`config.mk`:
```
export PLATFORM = sky130hd
export DESIGN_NAME = cmos_gray_capture
export DESIGN_NICKNAME = d
export VERILOG_FILES = /design/src/rtl/cmos_gray_capture.sv
export SDC_FILE = /design/constraint.sdc
export NUM_CORES = 1
export LEC_CHECK = 0
export BUFFER_PORTS_ARGS = -buffer_cell sky130_fd_sc_hd__buf_4
export CAP_MARGIN = 20
export CORE_AREA = 3 3 105 107
export DETAILED_ROUTE_END_ITERATION = 16
export DIE_AREA = 0 0 108 110
export SETUP_SLACK_MARGIN = 0.15
export SLEW_MARGIN = 10
export SYNTH_ARGS = -nofsm -noshare
export SYNTH_HDL_FRONTEND = slang
export SYNTH_SLANG_ARGS = --single-unit
```
`constraint.sdc`:
```
create_clock -name clk -period 2.5 [get_ports clk]
set_input_delay 0.375 -clock clk [delete_from_list [all_inputs] [get_ports clk]]
set_output_delay 0.375 -clock clk [all_outputs]
set_load 0.05 [all_outputs]
```
`src/rtl/cmos_gray_capture.sv`:
```
// cmos_gray_capture: discards the first frames of an 8-bit grey CMOS stream, re-times the
// stream onto frame-aligned post_* outputs, counts output frames and checks their geometry.
module cmos_gray_capture #(
    parameter bit          CMOS_VSYNC_VALID   = 1'b1,
    parameter int unsigned CMOS_FRAME_WAITCNT = 4,
    parameter int unsigned IMG_HDISP          = 640,
    parameter int unsigned IMG_VDISP          = 480
) (
    input  logic       clk,
    input  logic       rst_n,
    input  logic       cmos_vsync,
    input  logic       cmos_href,
    input  logic [7:0] cmos_data,
    output logic       post_frame_vsync,
    output logic       post_frame_href,
    output logic [7:0] post_img_Y,
    output logic       frame_ready,
    output logic [7:0] frame_cnt,
    output logic       frame_done,
    output logic       size_err
);

    localparam int unsigned DATA_W = 8;
    localparam int unsigned CNT_W  = 11;
    localparam int unsigned WAIT_W = 8;
    localparam logic [CNT_W-1:0]  CNT_MAX   = '1;
    localparam logic [CNT_W-1:0]  HDISP     = CNT_W'(IMG_HDISP);
    localparam logic [CNT_W-1:0]  VDISP     = CNT_W'(IMG_VDISP);
    localparam logic [WAIT_W-1:0] WAIT_LAST = WAIT_W'(CMOS_FRAME_WAITCNT - 1);

    typedef enum logic [1:0] {
        ST_WAIT  = 2'd0,
        ST_ARMED = 2'd1,
        ST_RUN   = 2'd2
    } state_t;

    localparam state_t ST_INIT = (CMOS_FRAME_WAITCNT == 0) ? ST_ARMED : ST_WAIT;

    logic              vs_n;
    logic              vs_r1;
    logic              vs_r2;
    logic              href_r1;
    logic              href_r2;
    logic [DATA_W-1:0] data_r1;
    logic [1:0]        prime;
    logic              frame_start;
    logic              frame_end;
    logic              line_end;
    logic              frame_open;
    logic              gate;
    logic              run_end;
    logic              pix_valid;
    state_t            state;
    state_t            state_next;
    logic [WAIT_W-1:0] wait_cnt;
    logic [CNT_W-1:0]  hcnt;
    logic [CNT_W-1:0]  vcnt;
    logic [CNT_W-1:0]  vcnt_next;
    logic              line_bad;
    logic              line_bad_next;

    assign vs_n = CMOS_VSYNC_VALID ? cmos_vsync : ~cmos_vsync;

    // Input stage; prime marks when vs_r2 holds a real sample, so a vsync already high at
    // reset release is never mistaken for a frame start.
    always_ff @(posedge clk or negedge rst_n) begin
        if (!rst_n) begin
            vs_r1   <= 1'b0;
            vs_r2   <= 1'b0;
            href_r1 <= 1'b0;
            href_r2 <= 1'b0;
            data_r1 <= '0;
            prime   <= '0;
        end else begin
            vs_r1   <= vs_n;
            vs_r2   <= vs_r1;
            href_r1 <= cmos_href;
            href_r2 <= href_r1;
            data_r1 <= cmos_data;
            prime   <= {prime[0], 1'b1};
        end
    end

    assign frame_start = vs_r1 & ~vs_r2 & prime[1];
    assign frame_end   = ~vs_r1 & vs_r2;
    assign line_end    = href_r2 & ~href_r1 & vs_r2;

    // Only frames whose start was seen count as complete discarded frames.
    always_ff @(posedge clk or negedge rst_n) begin
        if (!rst_n) begin
            frame_open <= 1'b0;
        end else if (frame_start) begin
            frame_open <= 1'b1;
        end else if (frame_end) begin
            frame_open <= 1'b0;
        end
    end

    always_ff @(posedge clk or negedge rst_n) begin
        if (!rst_n) begin
            state <= ST_INIT;
        end else begin
            state <= state_next;
        end
    end

    always_comb begin
        state_next = state;
        case (state)
            ST_WAIT:  if (frame_end && frame_open && wait_cnt == WAIT_LAST) state_next = ST_ARMED;
            ST_ARMED: if (frame_start) state_next = ST_RUN;
            ST_RUN:   state_next = ST_RUN;
            default:  state_next = ST_INIT;
        endcase
    end

    always_comb begin
        gate    = 1'b0;
        run_end = 1'b0;
        case (state)
            ST_ARMED: gate = frame_start;
            ST_RUN: begin
                gate    = 1'b1;
                run_end = frame_end;
            end
            default: ;
        endcase
    end

    assign pix_valid = gate & vs_r1 & href_r1;

    always_ff @(posedge clk or negedge rst_n) begin
        if (!rst_n) begin
            wait_cnt <= '0;
        end else if (state == ST_WAIT && frame_end && frame_open) begin
            wait_cnt <= wait_cnt + WAIT_W'(1);
        end
    end

    // Geometry check; a line ending on frame_end is folded in through the next-state values.
    always_comb begin
        vcnt_next     = vcnt;
        line_bad_next = line_bad;
        if (frame_start) begin
            vcnt_next     = '0;
            line_bad_next = 1'b0;
        end else if (line_end) begin
            if (vcnt != CNT_MAX) vcnt_next = vcnt + CNT_W'(1);
            if (hcnt != HDISP) line_bad_next = 1'b1;
        end
    end

    always_ff @(posedge clk or negedge rst_n) begin
        if (!rst_n) begin
            hcnt     <= '0;
            vcnt     <= '0;
            line_bad <= 1'b0;
        end else begin
            if (href_r1) begin
                if (hcnt != CNT_MAX) hcnt <= hcnt + CNT_W'(1);
            end else if (href_r2) begin
                hcnt <= '0;
            end
            vcnt     <= vcnt_next;
            line_bad <= line_bad_next;
        end
    end

    always_ff @(posedge clk or negedge rst_n) begin
        if (!rst_n) begin
            post_frame_vsync <= 1'b0;
            post_frame_href  <= 1'b0;
            post_img_Y       <= '0;
            frame_ready      <= 1'b0;
            frame_cnt        <= '0;
            frame_done       <= 1'b0;
            size_err         <= 1'b0;
        end else begin
            post_frame_vsync <= gate & vs_r1;
            post_frame_href  <= pix_valid;
            post_img_Y       <= pix_valid ? data_r1 : '0;
            frame_ready      <= (state_next == ST_RUN);
            frame_done       <= run_end;
            size_err         <= run_end & (line_bad_next | (vcnt_next != VDISP));
            if (run_end) frame_cnt <= frame_cnt + 8'(1);
        end
    end

endmodule

```
==> reports/qor.csv, run 1 <==
stage;metric;value;unit
synth;postSynthCellCount;273;
route;ant_nets;0;
synth;async_flop_share;100.0;%
synth;ys_types;52;
worst_setup_path;critPathBufInv;0;
floorplan;coreArea;10230;um^2
synth;yosysMostFrequentCell;dfrtp_1;
floorplan;initial_core_util;29.88;%
cts;cts_buffer_depth;2;
pwr;p_leak;1.745;nW
route;vias;2208;
worst_setup_path;cp_slowest_cell;dfrtp_1;
worst_setup_path;crit_family;compound AO/OA/AOI/OAI gates;
cts;clock-root-buffer;clkbuf_8;
cts;clkLatencyLatePin;0.35;ns
cts;cts_setup_buffers;0;
sta;finalSetupTns;0;ns
cts;cts-resized-gates;0;
sta;tightest_slew;0.8564;ns
synth;synth-xor-area-share;5.158;%
synth;yosys-top-cells-area;dfrtp_1 (56%), ha_1 (3.7%), xnor2_1 (3.2%);
global_routing;grt_max_degree;70;
synth;synth_top_family_by_area;simple AND/OR/NAND/NOR gates;
global_routing;grtUsageTotal;10.86;%
route;finalWirelength;5.906;mm
cts;cts_buffers;9;
cts;clkSinkCount;69;
cts;htree_num_levels;3;
worst_setup_path;cp-end-kind;flop;
floorplan;rows;37;
global_routing;antenna_found_initial;0;
synth;synth_edf_count;0;
final_layout;antenna_cells;0;
pwr;peakVddDrop;0.3087;mV
worst_setup_path;crit_fanout;6;
floorplan;dieArea;11880;um^2
sta;period_needed;2.002;ns
sta;slew_headroom;42.90;%
sta;rsz0062_at_grt;false;
pwr;power.density;780.3;nW/um^2
outcome;outcome;complete, no violations;
route;viasPerCell;4.842;
placed_design;place_congestion;0.8456;
sta;max_freq;499.4;MHz
global_routing;grt_pass1_vias;2120;
synth;ys_seq_area_share;56.49;%
sta;hold_viol;0;
sta;skew;0.007116;ns
min_path;hp-class;in2reg;
worst_setup_path;crit_path_start_kind;flop;
synth;yosys-top-cells-count;dfrtp_1 (69), nand3_1 (19), nand2_1 (18), nor2_1 (18);
final_layout;area_growth;21.65;%
sta;fin_crit_sh;80.10;%
synth;avgSynthCellArea;11.20;um^2
route;drtPass1Iterations;4;
cts;path_clk_slew;0.08;ns
final_layout;fin_area;3719;um^2
synth;syn-cell-area;3057;um^2
synth;synthMuxAreaShare;1.760;%
route;wl_per_cell;12.95;um
global_routing;overflow;0;
placed_design;dp_hpwl;4.057;mm
cts;cts_hold_buf;0;
synth;synth_fa_ha_area_share;3.684;%
floorplan;fp.dieW;108;um
sta;finalSetupViolCount;0;
worst_setup_path;max_stage_delay;0.44;ns
floorplan;die_y;110;um
worst_setup_path;path_cells;ha_1 -> nand3_1 -> or3_4 -> a31o_1 -> a2111oi_2 -> a31oi_1;
synth;synth-compound-area-share;11.22;%
synth;ys_ff_latch;69;
pwr;power.total;2.902;mW
synth;synth-simple-area-share;19.07;%
placed_design;io_buffer_count;32;
final_layout;final_layout_size_suffix_gt1_share;19.06;%
final_layout;num-nets-final;336;
global_routing;grt_pass1_wl;10.07;mm
route;drtIter0Drc;164;
placed_design;place_area;3473;um^2
floorplan;num_io_pins;33;
worst_setup_path;required;2.72;ns
synth;synth_nets;294;
worst_setup_path;path_class;reg2reg;
route;drcViolationCount;0;
synth;synth_top_flop_cell;dfrtp_1;
synth;yosys.area.top_type;dfrtp_1;
cts;cts_tree;yes;
worst_setup_path;arrival;2.22;ns
synth;synth.top_cell.area_share;56.49;%
synth;yosysWarnings;0;
run;cap_viol_max_count;0;
sta;drv_slew;0;
## layer usage
layer  vias to the layer above  wire length [um]  GRT usage, %
li1                       1069                 -             -
met1                      1079              2779         13.67
met2                        44              2737         16.96
met3                        16               278         3.669
met4                         0               110         4.959
met5                         -                 0             0
## path summary, 6_finish.rpt
check                             start    endpoint  slack [ns]  cells past startpoint
setup / recovery                vcnt[0]    size_err        0.50                      6
hold / removal             cmos_data[4]  data_r1[4]        0.13                      1
setup reg to reg                vcnt[0]    size_err        0.50                      6
hold reg to reg                prime[0]    prime[1]        0.35                      0
max in group asynchronous         rst_n  data_r1[5]        1.81                      1
min in group asynchronous         rst_n     vcnt[9]        0.15                      1
## cell usage in the layout (no fill, tap or decap), types with 4 or more instances in the layout
master / instances
and3_1: 13
a21oi_1: 14
nand4_1: 5
nand3b_1: 4
nor2_1: 18
dfrtp_1: 69
xor2_1: 7
clkbuf_8: 9
xnor2_1: 11
o21ai_0: 9
a22o_1: 4
nand3_1: 19
nand2_1: 18
inv_1: 14
ha_1: 9
nor3_1: 5
buf_4: 36
## flip-flops by register name, indices dropped and copies added, names as in the netlist, 2 cells and up
register / cells
state: 2
wait_cnt: 8
data_r1: 8
vcnt: 11
prime: 2
post_img_Y: 8
frame_cnt: 8
hcnt: 11
## worst register-to-register path: stages (launching register included)
cell,delay (ns)
dfrtp_1,0.44
ha_1,0.22
nand3_1,0.13
or3_4,0.42
a31o_1,0.26
a2111oi_2,0.29
a31oi_1,0.12
## per-stage QoR
stage	util (%)	hold slack (ns)	setup WS [ns]	std cells
2_1_floorplan	-	0.07941	0.6468	273
3_3_place_gp	33.95	0.3347	0.5620	440
3_5_place_dp	33.95	0.3363	0.5126	440
4_1_cts	36.35	0.1028	0.4978	456
5_1_grt	36.35	0.1017	0.3193	456
6_report	36.35	0.1275	0.4976	456
## kinds of logic (layout without fill, tap and decap cells)
logic type / after synthesis / count (layout)
adder cells (fa/ha/maj): 9 / 9
buffers and inverters: 19 / 66
AO/OA/AOI/OAI: 50 / 50
flip-flops: 69 / 69
XOR/XNOR: 18 / 18
other: 1 / 1
AND/OR/NAND/NOR: 102 / 102
multiplexers: 5 / 5
## power by group
group          internal, mW  switching, mW  total [mW]
clock network         0.669          0.446        1.12
registers              1.23          0.128        1.36
logic                 0.176          0.251       0.428
total                  2.08          0.825        2.90
## area by class of cell
type                       instances  area [um^2]
fill                            1011         6513
clock buffer                       9        123.9
clock inverter                     7        121.4
tap                              136        170.2
sequential                        69         1727
multi-input combinational        185         1254
timing repair buffer              36        270.3
inverter                          14        52.55
Power figures use the tool's default switching activity.
==> run 2: changes to the inputs <==
==> constraint.sdc (replaced) <==
create_clock -name clk -period 1.6 [get_ports clk]
set_input_delay 0.24 -clock clk [delete_from_list [all_inputs] [get_ports clk]]
set_output_delay 0.24 -clock clk [all_outputs]
set_load 0.05 [all_outputs]
==> run 2 against run 1 <==
Compared with the run above: the run now ends with negative setup slack left; routed wire length grew 31%; sequential cell count is the same; sequential share of layout area shrank 12 points; via count grew 17%.
==> reports/qor.csv, run 2 (synthesis results as in run 1) <==
stage;metric;value;unit;change
sta;skew;0.008838;ns;+0.001723 ns
cts;cts_tree;yes;;
route;drtPass1Iterations;4;;unchanged
sta;rsz0062_at_grt;true;;
placed_design;place_congestion;0.7993;;-5.5%
worst_setup_path;crit_path_start_kind;flop;;
placed_design;place_ws;-0.2443;ns;-0.7569 ns
cts;clock-root-buffer;clkbuf_8;;
route;finalWirelength;7.732;mm;+31%
cts;htree_num_levels;3;;unchanged
worst_setup_path;crit_fanout;3;;-3
floorplan;initial_core_util;29.88;%;unchanged
route;drcViolationCount;0;;unchanged
outcome;outcome;finished with violations;;
floorplan;dieArea;11880;um^2;unchanged
sta;max_freq;548.3;MHz;+9.8%
route;vias;2585;;+17%
sta;drv_slew;0;;unchanged
outcome;violations;negative setup slack;;
final_layout;final_cell_mix;buf_4 (90), dfrtp_1 (67), buf_6 (26), nand2_1 (15);;
floorplan;coreArea;10230;um^2;unchanged
final_layout;final_layout_size_suffix_gt1_share;52.17;%;+33 points
global_routing;overflow;0;;unchanged
sta;finalSetupViolCount;10;;+10
final_layout;num-nets-final;430;;+28%
route;dr_wl_met3;326;um;+17%
run;cap_viol_max_count;0;;unchanged
route;wl_met1;3.305;mm;+19%
route;wl_per_cell;14.06;um;+8.5%
floorplan;fp.dieW;108;um;unchanged
pwr;peakVddDrop;0.5562;mV;+80%
worst_setup_path;cp-end-kind;flop;;
cts;path_clk_slew;0.08;ns;about the same
route;viasPerCell;4.700;;-2.9%
cts;clkLatencyLatePin;0.35;ns;about the same
sta;fin_crit_sh;114.0;%;+34 points
floorplan;die_y;110;um;unchanged
final_layout;post-route-util;49.04;%;+13 points
min_path;hp-class;in2async;;
worst_setup_path;required;1.83;ns;-0.89 ns
floorplan;rows;37;;unchanged
pwr;p_leak;2.297;nW;+32%
final_layout;area_growth;64.14;%;
floorplan;num_io_pins;33;;unchanged
placed_design;io_buffer_count;32;;unchanged
final_layout;fillerInstances;879;;-13%
sta;period_needed;1.824;ns;-0.1786 ns
final_layout;layout_commonest_cell;buf_4;;
route;ant_nets;0;;unchanged
global_routing;grt_max_degree;28;;-60%
route;top_layer_used;met4;;
cts;cts_buffers;9;;unchanged
sta;hold_viol;0;;unchanged
cts;cts_buffer_depth;2;;unchanged
final_layout;top_regs;hcnt x11, vcnt x11;;
global_routing;grt_pass1_wl;12.16;mm;+21%
route;dr_wl_met2;4.038;mm;+48%
global_routing;antenna_found_initial;0;;unchanged
final_layout;antenna_cells;0;;unchanged
route;drtIter0Drc;119;;-27%
pwr;power.density;970.1;nW/um^2;+24%
placed_design;dp_hpwl;4.847;mm;+19%
cts;clkSinkCount;69;;unchanged
worst_setup_path;path_class;reg2reg;;
global_routing;grtUsageTotal;13.00;%;+2.1 points
global_routing;grt_pass1_vias;2628;;+24%
sta;setup_slack;-0.2238;ns;-0.7214 ns
worst_setup_path;arrival;2.06;ns;-0.16 ns
==> run 2: changes by cell type in the layout (fill, tap and decap cells not counted), sizes merged <==
cell	change
buf	+83
dlygate4sd3	+11
clkinvlp	+3
bufinv	-2
clkinv	-2
clkbuf	+1
==> run 2: final cells by class <==
class	instances	area, um^2	area share, %
well taps	136	170.2	3.392
inverters	14	55.05	1.097
repair buffers	130	1139	22.69
clock buffers	10	137.6	2.743
multi-input cells	185	1717	34.21
flip-flops and latches	69	1729	34.46
clock inverters	6	70.07	1.397
==> run 2: path summary, 6_finish.rpt <==
check | startpoint | endpoint | slack (ns) | cells past startpoint
setup / recovery | vcnt[0] | size_err | -0.22 | 6
hold / removal | rst_n | vcnt[3] | 0.34 | 2
setup reg to reg | vcnt[0] | size_err | -0.22 | 6
hold reg to reg | prime[0] | prime[1] | 0.36 | 0
max in group asynchronous | rst_n | hcnt[8] | 0.65 | 3
min in group clk | prime[0] | prime[1] | 0.36 | 0
==> run 2: worst max-delay path: stages, from the launching register on <==
cell and delay, ns:
dfrtp_1 0.37, ha_2 0.20, nand3_2 0.09, or3_4 0.40, a31o_4 0.24, a2111oi_4 0.29
a31oi_1 0.12
==> run 2: through the flow <==
step	cell area, um^2	TNS (ns)	instances	hold WS, ns	total power [mW]
final	5017	-0.9458	550	0.3360	4.867
after global routing	5017	-1.843	550	0.3611	5.122
after CTS	4576	-0.8181	535	0.3440	4.723
after detailed placement	3918	-0.7588	490	0.1907	3.029
after global placement	3918	-0.4293	490	0.1832	2.982
after floorplan	3110	-0.2870	273	-0.05559	2.620
==> run 2: power by group <==
part / leakage, nW / internal, mW / switching [mW]
sequential: 0.908 / 1.92 / 0.184
combinational: 1.29 / 0.627 / 0.630
clock: 0.0955 / 0.773 / 0.730
total: 2.30 / 3.32 / 1.54
==> run 2: per-layer routing <==
metal | vias to the layer above | track usage [%]
met5 | - | 0
met4 | 0 | 4.779
met3 | 8 | 3.494
met2 | 47 | 21.80
met1 | 1279 | 16.17
li1 | 1251 | -
==> run 2: timing repair <==
| action | in CTS | in global routing |
|---|---|---|
| setup buffers | 17 | 15 |
| gates cloned | 1 | 0 |
| endpoints found under the setup margin | 38 | 47 |
| endpoints found under the hold margin | 35 | 0 |
| hold buffers | 11 | 0 |
| pin swaps | 33 | 30 |
| resized for setup | 47 | 70 |
